<file path="src/rtl/cache_wb_pkg.sv">
// Shared types and helpers for the write-back direct-mapped cache.
// Holds the controller state encoding, the line-store operation codes and a clog2 for derived widths.
package cache_wb_pkg;

  typedef enum logic [2:0] {
    ST_IDLE,
    ST_WRITEBACK,
    ST_REFILL,
    ST_RESPOND,
    ST_FLUSH
  } state_t;

  typedef enum logic [2:0] {
    OP_NONE,
    OP_WORD,
    OP_FILL,
    OP_CLEAN,
    OP_INVAL
  } store_op_t;

  function automatic int clog2(input int value);
    int r;
    r = 0;
    for (int i = 0; i < 31; i++) begin
      if ((1 << i) < value) r = i + 1;
    end
    return r;
  endfunction

endpackage

</file>
<file path="src/rtl/cache_line_store.sv">
// Line storage for the cache: data/tag arrays plus valid/dirty bit vectors.
// One index serves both the combinational read and the single write operation of each cycle.
module cache_line_store
  import cache_wb_pkg::*;
#(
  parameter int WORD_W         = 8,
  parameter int WORDS_PER_LINE = 4,
  parameter int LINES          = 8,
  parameter int TAG_W          = 3,
  parameter int IDX_W          = 3,
  parameter int OFF_W          = 2,
  parameter int LINE_W         = WORD_W * WORDS_PER_LINE
) (
  input  logic              clk,
  input  logic              rst,
  input  logic [IDX_W-1:0]  idx,
  input  store_op_t         op,
  input  logic [LINE_W-1:0] wr_line,
  input  logic [TAG_W-1:0]  wr_tag,
  input  logic [OFF_W-1:0]  wr_off,
  input  logic [WORD_W-1:0] wr_word,
  input  logic              wr_merge,
  output logic [LINE_W-1:0] rd_line,
  output logic [TAG_W-1:0]  rd_tag,
  output logic              rd_valid,
  output logic              rd_dirty
);

  logic [LINE_W-1:0] data_mem [LINES];
  logic [TAG_W-1:0]  tag_mem  [LINES];
  logic [LINES-1:0]  valid_q, valid_d, dirty_q, dirty_d;
  logic [LINE_W-1:0] base_line, line_d;
  logic              merge_en;

  assign base_line = (op == OP_FILL) ? wr_line : data_mem[idx];
  assign merge_en  = (op == OP_WORD) || ((op == OP_FILL) && wr_merge);

  // A fill carrying a pending write overlays the processor word onto the fetched line.
  for (genvar gi = 0; gi < WORDS_PER_LINE; gi++) begin : g_word
    assign line_d[gi*WORD_W +: WORD_W] = (merge_en && (wr_off == OFF_W'(gi)))
                                         ? wr_word : base_line[gi*WORD_W +: WORD_W];
  end

  always_comb begin
    valid_d = valid_q;
    dirty_d = dirty_q;
    case (op)
      OP_WORD:  dirty_d[idx] = 1'b1;
      OP_FILL:  begin valid_d[idx] = 1'b1; dirty_d[idx] = wr_merge; end
      OP_CLEAN: dirty_d[idx] = 1'b0;
      OP_INVAL: begin valid_d[idx] = 1'b0; dirty_d[idx] = 1'b0; end
      default:  ;
    endcase
  end

  always_ff @(posedge clk or posedge rst) begin
    if (rst) begin
      valid_q <= '0;
      dirty_q <= '0;
    end else begin
      valid_q <= valid_d;
      dirty_q <= dirty_d;
    end
  end

  always_ff @(posedge clk) begin
    if (op == OP_WORD || op == OP_FILL) data_mem[idx] <= line_d;
    if (op == OP_FILL) tag_mem[idx] <= wr_tag;
  end

  assign rd_line  = data_mem[idx];
  assign rd_tag   = tag_mem[idx];
  assign rd_valid = valid_q[idx];
  assign rd_dirty = dirty_q[idx];

endmodule

</file>
<file path="src/rtl/cache_wb_dm.sv">
// Direct-mapped write-back, write-allocate cache controller with victim write-back and flush.
// The FSM drives one line-store operation per cycle; the flush counter steers the store index while flushing.
module cache_wb_dm
  import cache_wb_pkg::*;
#(
  parameter int ADDR_W         = 8,
  parameter int WORD_W         = 8,
  parameter int WORDS_PER_LINE = 4,
  parameter int LINES          = 8,
  localparam int OFF_W         = clog2(WORDS_PER_LINE),
  localparam int IDX_W         = clog2(LINES),
  localparam int TAG_W         = ADDR_W - IDX_W - OFF_W,
  localparam int LINE_W        = WORD_W * WORDS_PER_LINE
) (
  input  logic              clk,
  input  logic              rst,
  input  logic              PRead_request,
  input  logic              PWrite_request,
  input  logic [ADDR_W-1:0] PAddress,
  input  logic [WORD_W-1:0] PWrite_data,
  output logic [WORD_W-1:0] PRead_data,
  output logic              PRead_ready,
  output logic              PWrite_done,
  input  logic              flush,
  output logic              flush_busy,
  output logic              MRead_request,
  input  logic              MRead_ready,
  input  logic [LINE_W-1:0] MRead_data,
  output logic              MWrite_request,
  input  logic              MWrite_done,
  output logic [LINE_W-1:0] MWrite_data,
  output logic [ADDR_W-1:0] MAddress
);

  state_t            state_q, state_d;
  logic [IDX_W-1:0]  flush_cnt_q, flush_cnt_d;
  logic              flushing_q, flushing_d;
  logic              is_write_q, is_write_d;

  logic [TAG_W-1:0]  p_tag;
  logic [IDX_W-1:0]  p_idx;
  logic [OFF_W-1:0]  p_off;
  logic [IDX_W-1:0]  idx;
  store_op_t         op;
  logic              merge;
  logic [LINE_W-1:0] rd_line;
  logic [TAG_W-1:0]  rd_tag;
  logic              rd_valid, rd_dirty, hit, victim_dirty;
  logic [WORD_W-1:0] words [WORDS_PER_LINE];

  assign {p_tag, p_idx, p_off} = PAddress;
  assign idx          = flushing_q ? flush_cnt_q : p_idx;
  assign hit          = rd_valid && (rd_tag == p_tag);
  assign victim_dirty = rd_valid && rd_dirty;

  cache_line_store #(
    .WORD_W(WORD_W), .WORDS_PER_LINE(WORDS_PER_LINE), .LINES(LINES),
    .TAG_W(TAG_W), .IDX_W(IDX_W), .OFF_W(OFF_W), .LINE_W(LINE_W)
  ) u_store (
    .clk(clk), .rst(rst), .idx(idx), .op(op),
    .wr_line(MRead_data), .wr_tag(p_tag), .wr_off(p_off), .wr_word(PWrite_data),
    .wr_merge(merge), .rd_line(rd_line), .rd_tag(rd_tag),
    .rd_valid(rd_valid), .rd_dirty(rd_dirty)
  );

  for (genvar gi = 0; gi < WORDS_PER_LINE; gi++) begin : g_rd_word
    assign words[gi] = rd_line[gi*WORD_W +: WORD_W];
  end
  assign PRead_data  = words[p_off];
  assign MWrite_data = (state_q == ST_WRITEBACK) ? rd_line : '0;

  always_ff @(posedge clk or posedge rst) begin
    if (rst) begin
      state_q     <= ST_IDLE;
      flush_cnt_q <= '0;
      flushing_q  <= 1'b0;
      is_write_q  <= 1'b0;
    end else begin
      state_q     <= state_d;
      flush_cnt_q <= flush_cnt_d;
      flushing_q  <= flushing_d;
      is_write_q  <= is_write_d;
    end
  end

  always_comb begin
    state_d        = state_q;
    flush_cnt_d    = flush_cnt_q;
    flushing_d     = flushing_q;
    is_write_d     = is_write_q;
    op             = OP_NONE;
    merge          = 1'b0;
    PRead_ready    = 1'b0;
    PWrite_done    = 1'b0;
    MRead_request  = 1'b0;
    MWrite_request = 1'b0;
    flush_busy     = 1'b0;
    MAddress       = '0;
    case (state_q)
      ST_IDLE: begin
        if (flush) begin
          state_d     = ST_FLUSH;
          flushing_d  = 1'b1;
          flush_cnt_d = '0;
        end else if (PRead_request || PWrite_request) begin
          // A simultaneous read wins; the write is left for a later request.
          is_write_d = !PRead_request;
          if (hit) begin
            state_d = ST_RESPOND;
            if (!PRead_request) op = OP_WORD;
          end else if (victim_dirty) begin
            state_d = ST_WRITEBACK;
          end else begin
            state_d = ST_REFILL;
          end
        end
      end
      ST_WRITEBACK: begin
        MWrite_request = 1'b1;
        flush_busy     = flushing_q;
        MAddress       = {rd_tag, idx, {OFF_W{1'b0}}};
        if (MWrite_done) begin
          op      = OP_CLEAN;
          state_d = flushing_q ? ST_FLUSH : ST_REFILL;
        end
      end
      ST_REFILL: begin
        MRead_request = 1'b1;
        MAddress      = {p_tag, p_idx, {OFF_W{1'b0}}};
        if (MRead_ready) begin
          op      = OP_FILL;
          merge   = is_write_q;
          state_d = ST_RESPOND;
        end
      end
      ST_RESPOND: begin
        PRead_ready = PRead_request && !is_write_q;
        PWrite_done = PWrite_request && is_write_q;
        if (!PRead_request && !PWrite_request) state_d = ST_IDLE;
      end
      ST_FLUSH: begin
        flush_busy = 1'b1;
        if (victim_dirty) begin
          state_d = ST_WRITEBACK;
        end else begin
          op = OP_INVAL;
          if (flush_cnt_q == IDX_W'(LINES - 1)) begin
            state_d     = ST_IDLE;
            flushing_d  = 1'b0;
            flush_cnt_d = '0;
          end else begin
            flush_cnt_d = flush_cnt_q + 1'b1;
          end
        end
      end
      default: state_d = ST_IDLE;
    endcase
  end

endmodule

</file>
<file path="config.mk">
export PLATFORM = sky130hd
export DESIGN_NAME = cache_wb_dm
export DESIGN_NICKNAME = d
export VERILOG_FILES = /design/src/rtl/cache_wb_pkg.sv /design/src/rtl/cache_line_store.sv /design/src/rtl/cache_wb_dm.sv
export SDC_FILE = /design/constraint.sdc
export NUM_CORES = 1
export LEC_CHECK = 0
export CORE_ASPECT_RATIO = 1.2
export CORE_MARGIN = 1.5
export CORE_UTILIZATION = 45
export CTS_CLUSTER_SIZE = 30
export DETAILED_ROUTE_END_ITERATION = 6
export MAX_ROUTING_LAYER = met4
export PLACE_DENSITY_LB_ADDON = 0.25
export SYNTH_ARGS = -nofsm -noshare
export SYNTH_HDL_FRONTEND = slang
export SYNTH_SLANG_ARGS = --single-unit
export TNS_END_PERCENT = 10
</file>
<file path="constraint.sdc">
create_clock -name clk -period 9.4 [get_ports clk]
set_input_delay 1.41 -clock clk [delete_from_list [all_inputs] [get_ports clk]]
set_output_delay 1.41 -clock clk [all_outputs]
set_load 0.05 [all_outputs]
</file>
Yosys cells after proc, flatten, opt, wreduce, memory -nomap -nowiden
Memories as Yosys holds them, arrays and structs flattened.
Cells that the tools add are included.
W data, S select, Z words.

storage, ports and cells
  flip-flop bits (word level) = 24
  latch bits = 0
  bits in writable memories = 280
  memory bits (read-only) = 0
  input port bits = 55
  output and inout port bits = 53
  word-level logic and storage cells = 125
  memories = 2

operators by class
  add/subtract/negate cells = 1
  $mul = 0
  divide/modulo/power cells = 0
  order comparisons = 3
  equality and inequality tests = 21
  shift-type cells = 0
  mux-type cells = 58
  bitwise operators = 7
  reductions and logical operators = 27

memories
  memory            depth  width  read ports  clocked after Yosys merged registers in  write ports  RTL line                RTL
  u_store.data_mem  8      32     1           0                                        1            cache_line_store.sv:29  logic [LINE_W-1:0] data_mem [LINES];
  u_store.tag_mem   8      3      1           0                                        1            cache_line_store.sv:30  logic [TAG_W-1:0] tag_mem [LINES];

operators by type and width
  operator              number
  $mux W32              2
  $mux W8               6
  $mux W3               13
  $pmux W8 S2           2
  $pmux W8 S3           1
  $mux W1               20
  $and A8 B8 Y8         2
  $bmux W8 S2           1
  $or A8 B8 Y8          2
  $pmux W3 S5           1
  $eq A3 B2 Y1 const B  4
  $ne A2 B2 Y1 const B  6
  $pmux W3 S4           1
  $logic_and A1 B1 Y1   11
  $eq A3 B3 Y1 const B  3
  $bwmux W8             1
  $mux W2               4
  $not A8 Y8            1
  $bmux W1 S3           2
  $eq A3 B1 Y1 const B  2
  $ne A3 B3 Y1 const B  2
  $pmux W3 S2           1
  $reduce_and A3 Y1     2
  $reduce_and A5 Y1     1
  19 further kinds      26

Longest topological paths before layout
  word-level depth = 13
  depth in mapped cells = 12
  depth with buffers taken out = 8

By module
From an unflattened synthesis, not the netlist that was laid out.

second synthesis, totals
  cell total of the unflattened synthesis = 756
  area total of the unflattened synthesis = 13449.1 um^2

modules (own cells, without submodules)
  module            times used  cells an instance  area an instance (um^2)  seq. area each (um^2)
  cache_line_store  1           623                12284.3                  8808.4
  cache_wb_dm       1           133                1164.9                   200.2

Least setup slack after synthesis
Ideal clock, no wire load.

  kind = input to output
  from = input port PAddress[2]
  to = output port PRead_data[7]
  arrival = 4088 ps
  required time = 7990 ps
  path slack = 3902 ps
  stages on the path = 11
  path buffers = 4
  cell sequence = mux2_2 buf_4 buf_2 buf_2 nor2_1 buf_2 a22oi_1 nand2_1 a311oi_1 mux2_2 mux2i_1

on the way
  longest elaborated chain between the ends = 5

RTL lines
  item                                        RTL line           RTL
  from (decl)                                 cache_wb_dm.sv:19  input logic [ADDR_W-1:0] PAddress,
  $mux W3                                     cache_wb_dm.sv:52  assign idx = flushing_q ? flush_cnt_q : p_idx;
  $mem_v2 Z8 W32                              --
  $bmux W8 S2                                 cache_wb_dm.sv:69  assign PRead_data = words[p_off];
  $mux W8 (not written as such) (2 in a row)  cache_wb_dm.sv:69
  to (decl)                                   cache_wb_dm.sv:21  output logic [WORD_W-1:0] PRead_data,

Every way passes these cells. The select of a mux whose other input is x is not followed.

Worst setup path in the final report
  from = input port PAddress[2]
  to = output port PRead_data[6]

Same word-level chain as after synthesis.

==> out/metrics.csv <==
metric,value,unit
Slew HR,24.46,%
"critical path fanouts, max",54,
total CTS buffers,29,
PD cells,295.0,mW/mm2
via count,8690,
fin cells,1429,
Max clock buf depth,3,
largest family of logic cells by synthesized area,compound AO/OA/AOI/OAI gates,
Worst Skew,0.02337,ns
Ports,108,
Routability Congestion,0.8164,
vias per inst,6.081,
setup TNS,0,ns
Adder-Cell Fraction of Synth Area,0.1939,%
clock root cell,clkbuf_16,
Final Util,54.82,%
maxcap violations,0,
width of the die,157.6,um
clock slew at reported path FFs,0.07,ns
Post-CTS Resized,0,
period utilization,74.01,%
Setup crit end kind,output port,
initial antenna violation count,0,
Worst setup SP type,input port,
Flop pwr share,40.2,%
number of synthesized register bits,304,
P_int,2.948,mW
YS warnings,0,
Die ar.,0.02971,mm2
post-synthesis compound-gate area fraction,13.30,%
Tmin final,6.957,ns
Placement Setup Slack,2.565,ns
WHS Path Cells,2,
Core Area,0.02808,mm2
Switching Share,35.08,%
Pwr Total,4.542,mW
"Largest stage delay, worst path",0.69,ns
Initial Util,45.96,%
layout net count,1087,
Crit path max-delay family,buffers and inverters,
clock power share,24.9,%
vias in the first global route,8711,
row cnt,67,
Layout area overhead,19.28,%
pins over their slew limit,0,
Max VDD drop,0.1718,mV
die height,188.5,um
hold_buf cts,0,
pin count of the biggest net entering global routing,73,
CP max stage cell,clkdlybuf4s50_1,
Mapped Area,0.01291,mm2
placed cell area,0.01448,mm2
"Primary FF master, synth",edfxtp_1,
asr flop ratio synth,7.895,%
WL per Instance,25.28,um
router iterations before antenna repair,6,
Worst Slack Setup Final,2.443,ns
unique cell type count in the Yosys netlist,58,
ant diodes,0,
hold_sp,u_store.dirty_q[2],
achievable frequency,0.1437,GHz
first-pass GRT wire length,53.71,mm
status,"finished, final reports clean",
Finish-stage setup viols,0,
number of port buffers,105,
simple-gate area share of the yosys netlist,8.240,%
GRT overflow,0,
unrepaired setup endpoints after global routing,no,
Setup CP Type,in2out,
leakage power,5.150,nW
CP bufs+invs,5,
WHS Endpoint,u_store.dirty_q[2],
Final ANT Viol Nets,0,
CTS H-tree lvls,1,
Residual DRC,0,
detailed placer's ending HPWL,21.61,mm
xor and xnor area share after synthesis,0.06786,%
worst skew pair latency,0.56,ns
NetSw,1.593,mW
CP required,7.99,ns
CTS tree,done,
"Seq/Total Area, Yosys",69.80,%
Gate Count Post-Synth,924,
GRT Total Usage,25.34,%
syn avg cell area,13.97,um2
Post-synth EDFFs,280,
worst slew pin tran,1.133,ns
post-CTS setup buffer count,0,
r2r startpoint,flushing_q,
Reg2Reg Depth,9,
share of cells above drive strength 1,12.57,%
initial DRC count,1008,
Hold Path Class,reg2reg,
Min Hold Slack,0.5423,ns
combinational share of power,34.9,%
fill count,2292,
Final Cell Area,0.01539,mm2
# clock sinks,304,
mux cell area share after synthesis,5.749,%
Placed Cells,1378,
Reg area,0.009009,mm2
arrival time at the worst endpoint,5.55,ns
Reg2Reg Capture Point,u_store.data_mem[5][9],
WL final,36.13,mm
CP cell instances,"clkdlybuf4s50_1, mux2i_4, buf_4, nor2_2, buf_4, a222oi_1, nand2_1, a311oi_1, mux4_2, inv_1, clkdlybuf4s50_1",
"Hold Vio Cnt, Final",0,
r2r setup slk,4.47,ns
area of the multi-input gates,0.003665,mm2
[worst max path at each step]
stage	from	to	slack (ns)	cells past startpoint
final	PAddress[2]	PRead_data[6]	2.44	11
after global routing	PAddress[3]	PRead_data[3]	2.26	10
after CTS	PAddress[3]	PRead_data[3]	2.52	10
after detailed placement	PAddress[3]	PRead_data[1]	2.56	10
after global placement	PAddress[3]	PRead_data[1]	2.60	10
after floorplan	PAddress[2]	PRead_data[7]	3.90	11
[registers in the layout (all words and copies together) (netlist names), named ones only]
name / cells
flushing_q: 1
u_store.data_mem: 256
flush_cnt_q: 3
state_q: 3
u_store.tag_mem: 24
is_write_q: 1
u_store.dirty_q: 8
[tightest hold or removal path, stage by stage (launching register included)]
cell,delay (ns)
dfrtp_1,0.38
inv_1,0.07
a21oi_1,0.06
[per-layer routing]
| metal | global-route usage [%] | up-vias | routed length (um) |
|---|---|---|---|
| li1 | - | 3814 | - |
| met1 | 33.92 | 4353 | 14670 |
| met2 | 40.12 | 457 | 17580 |
| met3 | 3.197 | 66 | 2848 |
| met4 | 8.745 | 0 | 1027 |
| met5 | - | - | 0 |
[cells in the final DEF (no fill, tap or decap), types with 3 or more instances in the layout]
master             n
nor2b_1            3
clkbuf_16         29
dfrtp_1           24
o22ai_1            4
nor2_4             8
nor2_1            97
a2111oi_0          5
clkbuf_1           7
a2bb2oi_1          8
o21ai_0           18
inv_6              3
a221o_1            4
nor3_1             6
mux4_2             7
nand4_1            5
inv_1             22
a22o_1            15
mux2_2            35
nand2_1           87
o211a_1            5
a211oi_1           5
and2_1             4
clkinv_2           3
a31oi_1            5
nand3_1           14
a32oi_1            5
mux2i_1           18
a221oi_1          30
buf_4             27
a22oi_1           41
edfxtp_1         280
o31ai_1            3
a21oi_1           53
a311oi_1           3
clkdlybuf4s50_1  105
a222oi_1          14
clkinvlp_4         3
[power by group through the flow]
stage	Sequential, mW	Combinational (mW)	Clock (mW)
floorplan	1.84	1.07	0
global placement	1.85	1.53	0
detailed placement	1.85	1.55	0
CTS	1.83	1.56	1.14
global route	1.83	1.70	1.19
finish	1.83	1.58	1.13
[cells in the mapped netlist, drive strengths merged, types with 3 or more instances]
library cell | count | area share, %
edfxtp | 280 | 65
nor2 | 107 | 3.1
nand2 | 88 | 2.6
a21oi | 53 | 2.1
a22oi | 41 | 2.4
clkbuf | 37 | 1.1
mux2 | 35 | 3.1
a221oi | 30 | 2.0
dfrtp | 24 | 4.7
inv | 22 | 0.64
buf | 21 | 0.90
mux2i | 19 | 1.5
o21ai | 19 | 0.74
a22o | 15 | 1.0
a222oi | 14 | 1.1
nand3 | 14 | 0.54
a2bb2oi | 8 | 0.54
mux4 | 7 | 1.2
nor3 | 7 | 0.36
o22ai | 6 | 0.34
a2111oi | 5 | 0.34
a211oi | 5 | 0.29
a31oi | 5 | 0.24
a32oi | 5 | 0.34
nand4 | 5 | 0.24
o211a | 5 | 0.39
a221o | 4 | 0.31
and2 | 4 | 0.19
nor2b | 4 | 0.25
a311oi | 3 | 0.20
o31ai | 3 | 0.17
[cell type report]
type	instances	area share, %
repair buffers	132	8.144
flip-flops and latches	304	58.52
clock inverters	13	0.8534
well taps	379	3.080
clock buffers	38	5.063
inverters	22	0.5364
multi-input cells	541	23.81
[logic make-up after synthesis]
kind of cell	Yosys count
fa+ha+maj	2
other cells	1
simple gates	243
xor+xnor	1
buf+inv	80
compound gates	232
mux	61
flops	304
No activity file was read; power rests on OpenSTA's default activity.
